==> src/rtl/bmu_multicycle_if.sv <==
// Request/result bus for bmu_multicycle: the master issues start with operands,
// the slave answers with busy while iterating and a one-cycle done with out_S.
interface bmu_multicycle_if;
  // start is a single-cycle request sampled only in IDLE; there is no ready signal,
  // a start seen while busy or done is dropped. done qualifies out_S for exactly one
  // cycle and out_S then holds until the next done.
  logic        start;
  logic [4:0]  option;
  logic [31:0] in_X;
  logic [31:0] in_Y;
  logic        busy;
  logic        done;
  logic [31:0] out_S;

  modport master (output start, option, in_X, in_Y, input busy, done, out_S);
  modport slave  (input start, option, in_X, in_Y, output busy, done, out_S);
endinterface

==> src/rtl/bmu_multicycle.sv <==
// Bit-serial bit-manipulation unit: CPOP/CLZ/CTZ (and CLMUL* when BMU_MC_CLMUL_EN is
// defined) evaluated one operand bit per cycle, fixed 33-cycle latency.
module bmu_multicycle (
  input  logic                   clk,
  input  logic                   rst,
  bmu_multicycle_if.slave        bus,
  output logic [1:0]             dbg_state
);

  typedef enum logic [1:0] {IDLE = 2'd0, RUN = 2'd1, DONE = 2'd2} state_t;

  localparam logic [4:0] OP_CLMUL  = 5'b00001;
  localparam logic [4:0] OP_CLMULH = 5'b00010;
  localparam logic [4:0] OP_CLMULR = 5'b00011;
  localparam logic [4:0] OP_CLZ    = 5'b00100;
  localparam logic [4:0] OP_CPOP   = 5'b00101;
  localparam logic [4:0] OP_CTZ    = 5'b00110;

  state_t      state;
  logic [4:0]  cnt;
  logic [4:0]  op;
  logic [31:0] x;
  logic [5:0]  res;
  logic        found;
  logic [5:0]  res_nxt;
  logic        found_nxt;
  logic [31:0] result_nxt;
  logic        op_ok;

`ifdef BMU_MC_CLMUL_EN
  logic [31:0] y;
  logic [63:0] acc;
  logic [63:0] acc_nxt;
`endif

  assign dbg_state = state;

  always_comb begin
    op_ok = (bus.option == OP_CLZ) || (bus.option == OP_CPOP) || (bus.option == OP_CTZ);
`ifdef BMU_MC_CLMUL_EN
    op_ok = op_ok || (bus.option == OP_CLMUL) || (bus.option == OP_CLMULH) ||
            (bus.option == OP_CLMULR);
`endif
  end

  // One bit step: CLZ keeps the highest set bit seen, CTZ latches the first one.
  always_comb begin
    res_nxt   = res;
    found_nxt = found;
    case (op)
      OP_CPOP: res_nxt = res + {5'b0, x[cnt]};
      OP_CLZ:  if (x[cnt]) res_nxt = 6'd31 - {1'b0, cnt};
      OP_CTZ:  if (x[cnt] && !found) begin
                 res_nxt   = {1'b0, cnt};
                 found_nxt = 1'b1;
               end
      default: ;
    endcase
  end

`ifdef BMU_MC_CLMUL_EN
  always_comb begin
    acc_nxt = acc;
    if (y[cnt]) acc_nxt = acc ^ ({32'b0, x} << cnt);
  end
`endif

  always_comb begin
    result_nxt = {26'b0, res_nxt};
`ifdef BMU_MC_CLMUL_EN
    case (op)
      OP_CLMUL:  result_nxt = acc_nxt[31:0];
      OP_CLMULH: result_nxt = acc_nxt[63:32];
      OP_CLMULR: result_nxt = acc_nxt[62:31];
      default:   ;
    endcase
`endif
  end

  always_ff @(posedge clk or posedge rst) begin
    if (rst) begin
      state     <= IDLE;
      cnt       <= 5'd0;
      op        <= 5'd0;
      x         <= 32'd0;
      res       <= 6'd0;
      found     <= 1'b0;
      bus.busy  <= 1'b0;
      bus.done  <= 1'b0;
      bus.out_S <= 32'd0;
`ifdef BMU_MC_CLMUL_EN
      y         <= 32'd0;
      acc       <= 64'd0;
`endif
    end else begin
      bus.done <= 1'b0;
      case (state)
        IDLE: if (bus.start) begin
          op    <= bus.option;
          x     <= bus.in_X;
          cnt   <= 5'd0;
          found <= 1'b0;
          res   <= (bus.option == OP_CPOP) ? 6'd0 : 6'd32;
`ifdef BMU_MC_CLMUL_EN
          y     <= bus.in_Y;
          acc   <= 64'd0;
`endif
          if (op_ok) begin
            state    <= RUN;
            bus.busy <= 1'b1;
          end else begin
            state     <= DONE;
            bus.done  <= 1'b1;
            bus.out_S <= 32'd0;
          end
        end
        RUN: begin
          res   <= res_nxt;
          found <= found_nxt;
          cnt   <= cnt + 5'd1;
`ifdef BMU_MC_CLMUL_EN
          acc   <= acc_nxt;
`endif
          if (cnt == 5'd31) begin
            state     <= DONE;
            bus.busy  <= 1'b0;
            bus.done  <= 1'b1;
            bus.out_S <= result_nxt;
          end
        end
        DONE:    state <= IDLE;
        default: state <= IDLE;
      endcase
    end
  end

endmodule

==> src/flat_wrapper.sv <==
// flat-port wrapper written by rule: the top's interface ports become plain ports
module bmu_multicycle_flat 
  (clk, rst, dbg_state, bus_start, bus_option, bus_in_X, bus_in_Y, bus_busy, bus_done, bus_out_S);
  bmu_multicycle_if bus_i ();
  input  logic clk;
  input  logic rst;
  output logic [1:0] dbg_state;
  input wire logic [$bits(bus_i.start)-1:0] bus_start;
  input wire logic [$bits(bus_i.option)-1:0] bus_option;
  input wire logic [$bits(bus_i.in_X)-1:0] bus_in_X;
  input wire logic [$bits(bus_i.in_Y)-1:0] bus_in_Y;
  output wire logic [$bits(bus_i.busy)-1:0] bus_busy;
  output wire logic [$bits(bus_i.done)-1:0] bus_done;
  output wire logic [$bits(bus_i.out_S)-1:0] bus_out_S;
  assign bus_i.start = bus_start;
  assign bus_i.option = bus_option;
  assign bus_i.in_X = bus_in_X;
  assign bus_i.in_Y = bus_in_Y;
  assign bus_busy = bus_i.busy;
  assign bus_done = bus_i.done;
  assign bus_out_S = bus_i.out_S;
  bmu_multicycle u_core (.clk(clk), .rst(rst), .bus(bus_i), .dbg_state(dbg_state));
endmodule
==> config.mk <==
export PLATFORM = sky130hd
export DESIGN_NAME = bmu_multicycle_flat
export DESIGN_NICKNAME = d
export VERILOG_FILES = /design/src/rtl/bmu_multicycle_if.sv /design/src/rtl/bmu_multicycle.sv /design/src/flat_wrapper.sv
export SDC_FILE = /design/constraint.sdc
export NUM_CORES = 1
export LEC_CHECK = 0
export CAP_MARGIN = 20
export CORE_MARGIN = 2
export CORE_UTILIZATION = 48
export CTS_BUF_LIST = sky130_fd_sc_hd__clkbuf_4 sky130_fd_sc_hd__clkbuf_8
export CTS_CLUSTER_SIZE = 40
export DETAILED_ROUTE_END_ITERATION = 8
export GPL_TIMING_DRIVEN = 0
export HOLD_SLACK_MARGIN = 0.06
export PLACE_DENSITY = 0.94
export SLEW_MARGIN = 10
export SYNTH_ARGS = -nofsm -noshare
export SYNTH_HDL_FRONTEND = slang
export SYNTH_SLANG_ARGS = --single-unit
==> constraint.sdc <==
create_clock -name clk -period 3.5 [get_ports clk]
set_input_delay 0.35 -clock clk [delete_from_list [all_inputs] [get_ports clk]]
set_output_delay 0.35 -clock clk [all_outputs]
set_load 0.05 [all_outputs]
==> results.ini <==
[run_status]
status = finished clean

[timing]
slew-limit-headroom_pct = 63.0
min_period_ps = 3180
fin_setup_tns_ps = 0
worst_slack_ps = 317
max_slew.worst_pin.slew_ps = 554
slew_violations = 0
max_freq_ghz = 0.314
period_share_pct = 90.9
setup_viol = 0
finalHoldViolations = 0
clock_skew_ps = 11.1
rsz0062_at_grt = false

[die]
num_io_pins = 108
die_y_um = 87.7
core-area_mm2 = 0.00679
die_w_um = 87.7
initial_utilization_pct = 49.5
dieArea_mm2 = 0.00769
fp-row-count = 30

[clock_tree]
cts.sinks = 59
path_clk_slew_ps = 80
cts_tree = done
post_cts_buffers = 0
hold_buffers = 0
clock-root-buffer = clkbuf_8
ctsResizeCount = 0
cts-buffers-inserted = 9
clk_latency_ps = 350
htreeDepth = 3
clock_path_buffers = 2

[synth]
synthCells = 384
yosys.area.top_type_share_pct = 43.9
synthMuxAreaShare_pct = 5.85
synth_xor_area_share_pct = 0.782
synth_edf_count = 0
syn_area_mm2 = 0.00336
synth.largest_area_cell = dfrtp_1
yosysSeqAreaShare_pct = 43.9
yosys-top-cells-area = dfrtp_1 44%, nand2_1 15%, buf_4 6.0%
synth_top_family_by_area = simple AND/OR/NAND/NOR gates
synthFlopType = dfrtp_1
ys_types = 59
yosys_warnings = 0
synth-compound-area-share_pct = 11.9
synthSimpleGateAreaFrac_pct = 26.2
syn_avg_cell_area_um2 = 8.75
synth_adder_area_share_pct = 1.49
async_flop_share_pct = 100
ys_seq_elements = 59

[worst_setup_path]
cp_slowest_cell = mux4_2
crit_start = u_core.cnt[0]
arrival_ps = 3400
critical_path_peak_fanout = 6
worstSetupEndpoint = u_core.bus.out_S[2]
worstReg2RegEnd = u_core.bus.out_S[2]
r2r_start = u_core.cnt[0]
worst-setup-path-type = reg2reg
regToRegSetupSlack_ps = 320
critPathMaxStageDelay_ps = 570
cp_cell_sequence = mux4_2, a22oi_4, o31ai_4, nor3_4, inv_2, ha_1, ha_1, xor2_1, o21ai_0, inv_1, and4_4, a31oi_2, a31oi_1
worst_path_most_repeated_cell = ha_1
rr_worst_depth = 13
end_kind = register
cp-start-kind = register
crit_required_ps = 3720

[placed_design]
placed_area_mm2 = 0.00409
io_buffers = 49
dp_hpwl_um = 5710
dp_slack_ps = 354
dp.cells = 555
gp_congestion = 0.865

[finish]
drive_gt1_share_pct = 14.9
syn_to_final_growth_pct = 27.6
diodes = 0
fin_cells = 571
postLayoutCellArea_mm2 = 0.00429
final_nets = 546
fillers = 574

[flow_run]
drv_cap = 0

[drt]
finalWirelength_um = 7630
drc = 0
drtAntennaViolNets = 0
drt-pass1-iter-count = 4
dr_total_vias = 2829
avgRoutedWirePerCell_um = 13.4
drt_iter0_drc = 209
via_per_inst = 4.95

[grt]
antenna_found_initial = 0
grt_pass1_wl_um = 12500
grtUsageTotal_pct = 21.3
grt_max_degree = 41
grt_pass1_vias = 2686
grt_overflow_total = 0

[pwr]
p_leak_nw = 2.06
powerDensity_mw_per_mm2 = 499
peakVddDrop_mv = 0.348

[hold_path]
hp-class = in2async

==> power by group <==
part,leakage (nW),total (mW),internal [mW],switching [mW]
Combinational,1.22,0.632,0.247,0.385
Clock,0.0916,0.631,0.332,0.300
Sequential,0.747,0.878,0.797,0.0807
Total,2.06,2.14,1.38,0.765
==> sequential cells by signal (all words and copies together), names as in the netlist <==
signal	cells
u_core.x	32
u_core.bus.out_S	6
u_core.res	6
u_core.cnt	5
u_core.op	5
u_core.dbg_state	2
u_core.bus.busy	1
u_core.bus.done	1
u_core.found	1
==> cell families after synthesis <==
group | Yosys count
and+or+nand+nor | 196
DFF | 59
AOI/OAI and AO/OA | 54
buffers and inverters | 50
muxes | 17
adders and majority gates | 4
xor gates and xnor gates | 3
other | 1
==> layout by cell type (no fill, tap or decap), types with 2 or more instances in the layout <==
cell | Yosys | final
nand2_1 | 137 | 137
buf_6 | 5 | 5
clkdlybuf4s50_1 | 0 | 49
inv_2 | 1 | 2
nand3b_1 | 2 | 2
a22oi_1 | 2 | 2
dfrtp_1 | 59 | 59
clkinvlp_4 | 0 | 3
a31oi_1 | 3 | 3
o21ai_1 | 6 | 6
a21o_1 | 2 | 2
or2b_1 | 2 | 2
o21ai_0 | 13 | 13
buf_4 | 27 | 27
conb_1 | 1 | 26
or3b_2 | 2 | 2
ha_1 | 4 | 4
nand3_1 | 7 | 7
a21oi_1 | 9 | 9
nand2b_1 | 3 | 3
o22ai_1 | 2 | 2
a22o_1 | 2 | 2
xor2_1 | 2 | 2
buf_1 | 2 | 2
clkbuf_8 | 0 | 9
nor3_1 | 5 | 5
mux2i_1 | 14 | 14
mux4_2 | 2 | 2
and3_4 | 2 | 2
nor2b_1 | 3 | 3
clkbuf_1 | 9 | 9
nor2_1 | 16 | 16
nor2b_2 | 2 | 2
inv_1 | 5 | 4
nor3b_1 | 5 | 5
clkinv_4 | 0 | 3
and2_1 | 2 | 2
==> worst min-delay path by stage <==
stage	from	endpoint	slack, ps	cells past startpoint
final	rst	u_core.dbg_state[1]	340	2
after detailed placement	u_core.x[8]	u_core.x[8]	460	2
after floorplan	u_core.x[14]	u_core.x[14]	440	2
after global placement	u_core.x[11]	u_core.x[11]	450	2
after CTS	rst	u_core.dbg_state[1]	340	2
after global routing	rst	u_core.dbg_state[1]	370	2
==> metal layers <==
metal	part of all wire, %	track usage [%]
met3	4.4	4.05
met2	50	36.2
met1	45	26.8
met4	1.2	8.11
met5	0	0
==> synthesized netlist by cell type (3+ instances only) <==
master,count
nand3_1,7
clkbuf_1,9
nor2_1,16
o21ai_1,6
nand2b_1,3
buf_4,27
nor2b_1,3
a31oi_1,3
o21ai_0,13
dfrtp_1,59
nand2_1,137
buf_6,5
a21oi_1,9
ha_1,4
nor3_1,5
inv_1,5
nor3b_1,5
mux2i_1,14
==> critical path: cells and delay by family (launching register included) <==
kind / cells / cell delay, ps
adders and majority gates: 2 / 430
DFF: 1 / 460
xor gates and xnor gates: 1 / 140
muxes: 1 / 570
AOI/OAI and AO/OA: 5 / 770
and+or+nand+nor: 2 / 430
buffers and inverters: 2 / 240
==> through the flow <==
stage / power, mW / utilization (%) / hold slack (ps)
2_1_floorplan: 1.34 / - / 440
3_3_place_gp: 1.50 / 59.8 / 454
3_5_place_dp: 1.52 / 60.1 / 462
4_1_cts: 2.15 / 63.1 / 342
5_1_grt: 2.25 / 63.1 / 367
6_report: 2.14 / 63.1 / 336
==> layout make-up <==
cell class / instances / area [um2] / area share, %
Multi-Input combinational cell: 300 / 1650 / 38.5
Sequential cell: 59 / 1480 / 34.4
Timing Repair Buffer: 50 / 510 / 11.9
Buffer: 44 / 305 / 7.12
Clock buffer: 9 / 124 / 2.89
Tap cell: 96 / 120 / 2.80
Clock inverter: 7 / 78.8 / 1.84
Inverter: 6 / 22.5 / 0.525
(Power assumes the default switching activity.)
